--- config.mk ---
export PLATFORM = sky130hd
export DESIGN_NAME = imem_loader
export DESIGN_NICKNAME = d
export VERILOG_FILES = /design/src/rtl/imem_loader.sv
export SDC_FILE = /design/constraint.sdc
export NUM_CORES = 1
export LEC_CHECK = 0
export CELL_PAD_IN_SITES_DETAIL_PLACEMENT = 0
export CELL_PAD_IN_SITES_GLOBAL_PLACEMENT = 1
export CORE_ASPECT_RATIO = 1.1
export CORE_MARGIN = 5
export CORE_UTILIZATION = 40
export DETAILED_ROUTE_END_ITERATION = 16
export DONT_BUFFER_PORTS = 1
export PLACE_DENSITY_LB_ADDON = 0.1
export SLEW_MARGIN = 20
export SYNTH_ARGS = -nofsm -noshare
export SYNTH_HDL_FRONTEND = slang
export SYNTH_SLANG_ARGS = --single-unit
--- constraint.sdc ---
create_clock -name clk_i -period 1.6 [get_ports clk_i]
set_input_delay 0 -clock clk_i [delete_from_list [all_inputs] [get_ports clk_i]]
set_output_delay 0 -clock clk_i [all_outputs]
set_load 0.01 [all_outputs]
--- src/rtl/imem_loader.sv ---
// imem_loader: boot-time instruction-memory writer.
// Collects a byte stream over valid/ready, packs bytes little-endian into
// 32-bit words, writes them to consecutive word addresses and releases the
// CPU (start_o) once the whole image has landed in memory.
module imem_loader #(
    parameter int          DEPTH     = 256,
    parameter logic [31:0] BASE_ADDR = 32'h0000_0000,
    parameter int          CNT_W     = 9
) (
    input  logic             clk_i,
    input  logic             rst_i,
    input  logic             byte_valid_i,
    input  logic [7:0]       byte_data_i,
    input  logic             byte_last_i,
    output logic             byte_ready_o,
    output logic             wr_en_o,
    output logic [31:0]      wr_addr_o,
    output logic [31:0]      wr_data_o,
    output logic             start_o,
    output logic             busy_o,
    output logic             err_o,
    output logic [CNT_W-1:0] word_count_o
);

    localparam logic [2:0] S_IDLE    = 3'd0;
    localparam logic [2:0] S_COLLECT = 3'd1;
    localparam logic [2:0] S_WRITE   = 3'd2;
    localparam logic [2:0] S_DONE    = 3'd3;
    localparam logic [2:0] S_ERR     = 3'd4;

    localparam logic [CNT_W-1:0] DEPTH_C = CNT_W'(DEPTH);

    logic [2:0]       state;
    logic [2:0]       state_next;
    logic [1:0]       lane;
    logic [31:0]      asm_word;
    logic [CNT_W-1:0] word_count;
    logic             last_seen;
    logic [31:0]      wr_addr;
    logic [31:0]      wr_data;

    logic             accepting;
    logic             transfer;
    logic             overflow;
    logic             word_done;
    logic [31:0]      merged;
    logic [31:0]      next_addr;
    logic [31:0]      count_ext;

    // Handshake and word-completion decode; ready depends on state only.
    always_comb begin
        accepting = (state == S_IDLE) || (state == S_COLLECT);
        transfer  = byte_valid_i && accepting;
        // A new word would start while memory is already full.
        overflow  = transfer && (lane == 2'd0) && (word_count == DEPTH_C);
        word_done = transfer && !overflow && ((lane == 2'd3) || byte_last_i);
        // Upper lanes are zero because the assembly register is cleared
        // after every write, so a short final word comes out zero-padded.
        merged    = asm_word | ({24'd0, byte_data_i} << {lane, 3'b000});
        count_ext = {{(32-CNT_W){1'b0}}, word_count};
        next_addr = BASE_ADDR + (count_ext << 2);
    end

    // Next-state logic for the load sequence.
    always_comb begin
        state_next = state;
        case (state)
            S_IDLE, S_COLLECT: begin
                if (overflow) begin
                    state_next = S_ERR;
                end else if (word_done) begin
                    state_next = S_WRITE;
                end else if (transfer) begin
                    state_next = S_COLLECT;
                end
            end
            S_WRITE: begin
                state_next = last_seen ? S_DONE : S_COLLECT;
            end
            S_DONE:  state_next = S_DONE;
            S_ERR:   state_next = S_ERR;
            default: state_next = S_IDLE;
        endcase
    end

    // State register; reset returns to IDLE immediately.
    always_ff @(posedge clk_i or negedge rst_i) begin
        if (!rst_i) begin
            state <= S_IDLE;
        end else begin
            state <= state_next;
        end
    end

    // Byte packing, word counter and the held write address/data.
    always_ff @(posedge clk_i or negedge rst_i) begin
        if (!rst_i) begin
            lane       <= 2'd0;
            asm_word   <= 32'd0;
            word_count <= '0;
            last_seen  <= 1'b0;
            wr_addr    <= 32'd0;
            wr_data    <= 32'd0;
        end else begin
            if (transfer && !overflow) begin
                asm_word <= merged;
                lane     <= lane + 2'd1;
                if (word_done) begin
                    wr_data   <= merged;
                    wr_addr   <= next_addr;
                    last_seen <= byte_last_i;
                end
            end
            if (state == S_WRITE) begin
                word_count <= word_count + 1'b1;
                lane       <= 2'd0;
                asm_word   <= 32'd0;
            end
        end
    end

    // Outputs are decoded from registered state only.
    always_comb begin
        byte_ready_o = accepting;
        wr_en_o      = (state == S_WRITE);
        wr_addr_o    = wr_addr;
        wr_data_o    = wr_data;
        start_o      = (state == S_DONE);
        busy_o       = (state == S_COLLECT) || (state == S_WRITE);
        err_o        = (state == S_ERR);
        word_count_o = word_count;
    end

endmodule

==> results of run 1 <==
## what timing repair did
action | in CTS | in global routing
setup endpoints to repair | 53 | 81
buffers inserted | 5 | 1
hold endpoints to repair | 154 | 88
resized for setup | 46 | 58
pin swaps | 6 | 4
cloned | 5 | 0
## sequential cells by signal (all words and copies together), names as in the netlist
| register | flops |
|---|---|
| last_seen | 1 |
| wr_addr_o | 9 |
| wr_data_o | 32 |
| lane | 2 |
| asm_word | 32 |
| state | 3 |
| word_count_o | 9 |
## area by class of cell
class,count,area (sq um),area share
Sequential cell,88,2200,0.431
Multi-Input combinational cell,249,1960,0.383
Timing Repair Buffer,53,602,0.118
Tap cell,120,150,0.0294
Clock inverter,6,51.3,0.0100
Inverter,5,18.8,0.00367
Clock buffer,10,128,0.0250
## worst max-delay path, cell delays in order (launching register included)
cell and delay [ns]:
dfrtp_1 0.40, inv_2 0.08, ha_4 0.13, nor4b_4 0.20, buf_4 0.16, a31oi_4 0.09, buf_12 0.17, buf_12 0.14
a22o_1 0.21
## layer usage
metal,vias to the layer above,global-route usage,routed length (microns),share of wire
met5,-,0,0,0
met4,0,0.0571,167,0.016
met3,14,0.0384,431,0.041
met2,63,0.304,5330,0.51
met1,1444,0.215,4470,0.43
li1,1329,-,-,-
## report_power, final
group | internal (mW) | switching (mW)
clock | 0.588 | 0.877
combinational | 1.39 | 1.58
sequential | 2.84 | 0.724
total | 4.83 | 3.18
## cell families after synthesis
| kind of cell | after synthesis |
|---|---|
| compound gates | 107 |
| simple gates | 99 |
| flops | 88 |
| buf+inv | 49 |
| xor+xnor | 10 |
| mux | 6 |
| fa+ha+maj | 4 |
| other cells | 1 |
## through the flow
step / cells / hold slack (ns) / TNS [ns] / worst slack [ns] / total power, mW
final: 531 / -0.685 / -1.37 / -0.0755 / 8.00
after global placement: 494 / -0.293 / -3.75 / -0.117 / 5.85
after global routing: 531 / -0.707 / -8.44 / -0.169 / 8.50
after floorplan: 386 / -0.296 / -0.752 / -0.0395 / 5.15
after detailed placement: 494 / -0.293 / -4.27 / -0.122 / 5.90
after CTS: 530 / -0.701 / -0.618 / -0.0410 / 7.76
## path summary, 6_finish.rpt
| path | from | to | slack, ns | cells after the start |
|---|---|---|---|---|
| min in group clk_i | byte_valid_i | state[2] | 0.02 | 2 |
| worst max register to register | lane[1] | last_seen | -0.08 | 8 |
| worst min-delay path | rst_i | wr_data_o[7] | -0.69 | 0 |
| max in group asynchronous | rst_i | wr_addr_o[10] | 2.13 | 0 |
| worst max-delay path | lane[1] | last_seen | -0.08 | 8 |
| worst min register to register | last_seen | last_seen | 0.51 | 1 |
## placed cells by master, fill, tap and decap left out, types with 3 or more instances in the layout
master / synthesis / routed
nor2_4: 1 / 33
nor2_1: 42 / 8
nand2_1: 9 / 8
buf_12: 0 / 8
inv_6: 0 / 3
inv_1: 5 / 3
dfrtp_1: 88 / 88
a22o_1: 4 / 4
a21oi_1: 66 / 49
buf_4: 23 / 28
nor3_2: 28 / 30
dlygate4sd3_1: 0 / 10
buf_16: 0 / 3
xnor2_1: 8 / 7
clkbuf_8: 0 / 9
a31oi_1: 32 / 32
mux2_4: 0 / 6
conb_1: 1 / 23
buf_6: 3 / 3
a21oi_2: 0 / 17
nor3_1: 5 / 3
==> metrics.md, run 1 <==
| Metric | Value |
|---|---|
| Hold buffer count at CTS | 10 |
| CTS clk-pin slew, worst paths | 0.10 ns |
| Status | complete, but fails checks |
| Setup-failing EPs final | 54 |
| Netlist area before placement | 0.00396 sq mm |
| Fin. Hold Viols | 88 |
| Startpoint Class | register |
| GPL Wtd Cong | 0.698 |
| Fmax | 597 MHz |
| Yosys reg bits | 88 |
| Area growth, synth to finish | 29.0% |
| Post-synth ARST share | 1.00 |
| Simple-gate share of the synthesized area | 0.159 |
| Post-detail-place hpwl | 6190 microns |
| Skew-Pair Late Insertion Delay | 0.36 ns |
| Worst-path maximum fanout | 8 |
| DRT Pass-1 Iters | 4 |
| Hold WC Path Type | input pin to asynchronous set/reset pin |
| Actual slew at the worst max-slew pin | 0.640 ns |
| DIE HEIGHT | 114 microns |
| Clk buf depth | 2 |
| # IOs | 90 |
| Drc violations | 0 |
| Clock Skew | 0.0189 ns |
| Post-route ant nets | 0 |
| Layout net count | 422 |
| Core Area | 0.00979 sq mm |
| Drt total wl | 10400 microns |
| Post-synth top area share | 0.556 |
| CTS root buf | clkbuf_8 |
| Total number of yosys warnings | 0 |
| Main flop type after synthesis | dfrtp_1 |
| Finished Cell Area | 0.00511 sq mm |
| GRT Total Usage | 0.174 |
| Synth top cells by count | dfrtp_1, a21oi_1, nor2_1 |
| Worst Setup End Kind | register |
| PwrDens | 1570 mW/mm^2 |
| Failing checks | hold timing, setup timing |
| N_diodes | 0 |
| H-tree depth | 3 |
| CTS tree | done |
| Sequential share of the synthesized area | 0.556 |
| Most common cell in the netlist | dfrtp_1 |
| Worst Path Arrival | 1.93 ns |
| Num CTS Buffers | 9 |
| Ranking of synthesized cells by area | dfrtp_1, a21oi_1, nor3_2 |
| Syn avg cell area | 10.9 sq um |
| Fin Hold WS | -0.685 ns |
| Final cell utilization of the core | 0.522 |
| Final max-slew violation count | 0 |
| First-pass GRT wire length | 16300 microns |
| Compound-Gate Fraction of Synth Area | 0.154 |
| Routed len/inst | 19.6 microns |
| Initial antenna violation count | 0 |
| Critical path class | register to register |
| Iter 0 DRT Violations | 92 |
| Via count | 2850 |
| Worst endpoint required time | 1.86 ns |
| Post-Synth Adder-Cell Area | 0.0126 |
| Via-per-instance ratio | 5.37 |
| Yosys cell types | 34 |
| Grt ovf | 0 |
| Min cycle time layout | 1.68 ns |
| Layout cell share with drive strength beyond 1 | 0.389 |
| Xor/xnor cell area share of the yosys netlist | 0.0221 |
| Unrepaired setup endpoints after global routing | true |
| Clk sinks | 88 |
| Area leader, netlist | dfrtp_1 |
| Largest net degree at the start of global routing | 89 |
| EDFF count, synth | 0 |
| Max cap viols | 0 |
| Cell count after synthesis | 364 |
| Rows | 38 |
| DIE AREA | 0.0120 sq mm |
| Placed cell areas | 0.00428 sq mm |
| DIE WIDTH | 105 microns |
| PnR worst setup slack | -0.0755 ns |
| Max IR drop VDD | 0.000596 V |
| Tcrit/Tclk final | 1.05 |
| Initial Util | 0.405 |
| Vias in the first global route | 2820 |
| Port bufs | 0 |
| Leak Pwr | 2.16 nW |
| Largest family of logic cells by synthesized area | simple AND/OR/NAND/NOR gates |
| Multiplexer share of the synthesized area | 0.0171 |
| Worst slew margin | 0.572 |
| # fillers | 881 |
Note: power is estimated with default switching activity, not from simulation.
==> run 2: changes to the inputs <==
Settings changed: HOLD_SLACK_MARGIN set to 0.06.
==> run 2 against run 1 <==
Net effect:
- the flow still finishes with violations (hold timing, setup timing)
- critical path depth is the same
- cell count is the same
- total power is essentially flat
- die area is the same
- sequential share of layout area is the same
==> metrics.md, run 2 (synthesis gave the netlist of run 1 again) <==
| Metric | Value |
|---|---|
| Startpoint Class | register |
| Largest net degree at the start of global routing | 89 (unchanged) |
| Status | complete, but fails checks |
| PnR worst setup slack | -0.0752 ns (+0.000300 ns) |
| Worst Setup End Kind | register |
| DIE HEIGHT | 114 microns (unchanged) |
| Setup-failing EPs final | 55 (+1.9%) |
| DP Worst Slack | -0.122 ns (unchanged) |
| Clk buf depth | 2 (unchanged) |
| Critical path class | register to register |
| Seq pwr share | 0.445 (about the same) |
| Max IR drop VDD | 0.000596 V (about the same) |
| Vias in the first global route | 2824 (+0.14%) |
| Fin. Hold Viols | 88 (unchanged) |
| Failing checks | hold timing, setup timing |
| Placed cell areas | 0.00428 sq mm (unchanged) |
| H-tree depth | 3 (unchanged) |
| RR Endpoint | last_seen |
| DIE AREA | 0.0120 sq mm (unchanged) |
| Actual slew at the worst max-slew pin | 0.640 ns (+0.00000721 ns) |
| Combinational power share | 0.372 (about the same) |
| DIE WIDTH | 105 microns (unchanged) |
| Clk sinks | 88 (unchanged) |
| Worst slew margin | 0.572 (about the same) |
| Post-route ant nets | 0 (unchanged) |
| Min cycle time layout | 1.68 ns (-0.000300 ns) |
| Fin Hold WS | -0.684 ns (+0.00124 ns) |
| N_diodes | 0 (unchanged) |
| R2R Setup Slk | -0.08 ns (about the same) |
| Layout cell share with drive strength beyond 1 | 0.389 (unchanged) |
| PwrDens | 1570 mW/mm^2 (about the same) |
| Most frequent CP cell | buf_12 |
| Hold buffer count at CTS | 10 (unchanged) |
| Worst endpoint required time | 1.86 ns (about the same) |
| Worst-path maximum fanout | 8 (unchanged) |
| Layout net count | 422 (unchanged) |
| Initial Util | 0.405 (unchanged) |
| Unrepaired setup endpoints after global routing | true |
| Post-detail-place hpwl | 6190 microns (unchanged) |
| Hold WC Path Type | input pin to asynchronous set/reset pin |
| Sw power | 3.18 mW (about the same) |
| Rows | 38 (unchanged) |
| Reg2reg start | lane[1] |
| CTS root buf | clkbuf_8 |
| Final max-slew violation count | 0 (unchanged) |
| Routed len/inst | 19.5 microns (-0.30%) |
| Via-per-instance ratio | 5.33 (-0.70%) |
| P_int | 4.83 mW (about the same) |
| Drc violations | 0 (unchanged) |
| GPL Wtd Cong | 0.698 (unchanged) |
| Tcrit/Tclk final | 1.05 (about the same) |
| Max cap viols | 0 (unchanged) |
| Via count | 2830 (-0.70%) |
| Core Area | 0.00979 sq mm (unchanged) |
| Switch share | 0.397 (about the same) |
| Cell chain of the critical path | inv_2 > ha_4 > nor4b_4 > buf_4 > a31oi_4 > buf_12 > buf_12 > a22o_1 |
| Final Power | 8.00 mW (about the same) |
| Worst Path Arrival | 1.94 ns (about the same) |
| Num CTS Buffers | 9 (unchanged) |
| Port bufs | 0 (unchanged) |
| # IOs | 90 (unchanged) |
| Initial antenna violation count | 0 (unchanged) |
| Grt ovf | 0 (unchanged) |
| Final cell utilization of the core | 0.522 (unchanged) |
| CTS tree | done |
| Max incr delay on CP | 0.40 ns (about the same) |
| Max stage delay cell, worst path | dfrtp_1 |
| CTS clk-pin slew, worst paths | 0.10 ns (about the same) |
| Clock Skew | 0.0187 ns (-0.000167 ns) |
| Clock power share | 0.183 (about the same) |
| Fmax | 597 MHz (about the same) |
| Area growth, synth to finish | 29.0% (unchanged) |
| # fillers | 881 (unchanged) |
| Iter 0 DRT Violations | 100 (+8.7%) |
| Most frequent cells in the layout | dfrtp_1, a21oi_1, nor2_4 |
| First-pass GRT wire length | 16300 microns (about the same) |
| Drt total wl | 10400 microns (-0.30%) |
| DRT Pass-1 Iters | 4 (unchanged) |
| Skew-Pair Late Insertion Delay | 0.36 ns (about the same) |
| Reg2reg path depth | 8 (unchanged) |
| GRT Total Usage | 0.174 (-0.000240) |
| Most common cell after layout, fill and taps aside | dfrtp_1 |
| Leak Pwr | 2.16 nW (unchanged) |
| Finished Cell Area | 0.00511 sq mm (unchanged) |
## run 2: cell counts in the layout (fill, tap and decap cells not counted)
No cell type changed its count.
## run 2: power groups by stage
stage	clock (mW)	combinational, mW	sequential (mW)
6_report	1.46	2.97	3.57
5_1_grt	1.58	3.26	3.66
4_1_cts	1.50	2.69	3.57
3_5_place_dp	0	2.31	3.59
3_3_place_gp	0	2.27	3.58
2_1_floorplan	0	1.63	3.52
## run 2: what timing repair did
item / in CTS / in global routing
hold endpoints to repair: 155 / 88
pin swaps: 6 / 4
buffers inserted: 5 / 1
gates cloned: 5 / 0
resized for setup: 46 / 58
endpoints found under the setup margin: 53 / 81
## run 2: per-stage QoR
stage	hold WS, ns	std cells	TNS, ns
final	-0.684	531	-1.37
after global routing	-0.707	531	-8.44
after CTS	-0.701	530	-0.618
after detailed placement	-0.293	494	-4.27
after global placement	-0.293	494	-3.75
after floorplan	-0.296	386	-0.752
## run 2: how the worst max path moves through the flow
stage	startpoint	endpoint	depth (start not counted)
after floorplan	lane[0]	wr_addr_o[6]	6
after global placement	lane[0]	wr_addr_o[7]	6
after detailed placement	lane[0]	wr_addr_o[7]	6
after CTS	lane[1]	last_seen	8
after global routing	lane[1]	wr_data_o[6]	8
final	lane[1]	last_seen	8
## run 2: per-layer routing
metal / share of wire / global-route usage / wire, microns / vias up
li1: - / - / - / 1331
met2: 0.51 / 0.304 / 5300 / 59
met5: 0 / 0 / 0 / -
met1: 0.43 / 0.214 / 4480 / 1426
met4: 0.016 / 0.0571 / 167 / 0
met3: 0.041 / 0.0384 / 421 / 14
## run 2: cell type report
class / count / area [sq um] / area share
flip-flops and latches: 88 / 2200 / 0.431
multi-input cells: 249 / 1960 / 0.383
repair buffers: 53 / 602 / 0.118
well taps: 120 / 150 / 0.0294
clock buffers: 10 / 128 / 0.0250
clock inverters: 6 / 51.3 / 0.0100
inverters: 5 / 18.8 / 0.00367
## run 2: critical path: cells and delay by family, from the launching register on
family,cells,cell delay [ns]
adder cells (fa/ha/maj),1,0.13
AND/OR/NAND/NOR,1,0.20
flip-flops,1,0.40
AO/OA/AOI/OAI,2,0.30
buffers and inverters,4,0.55
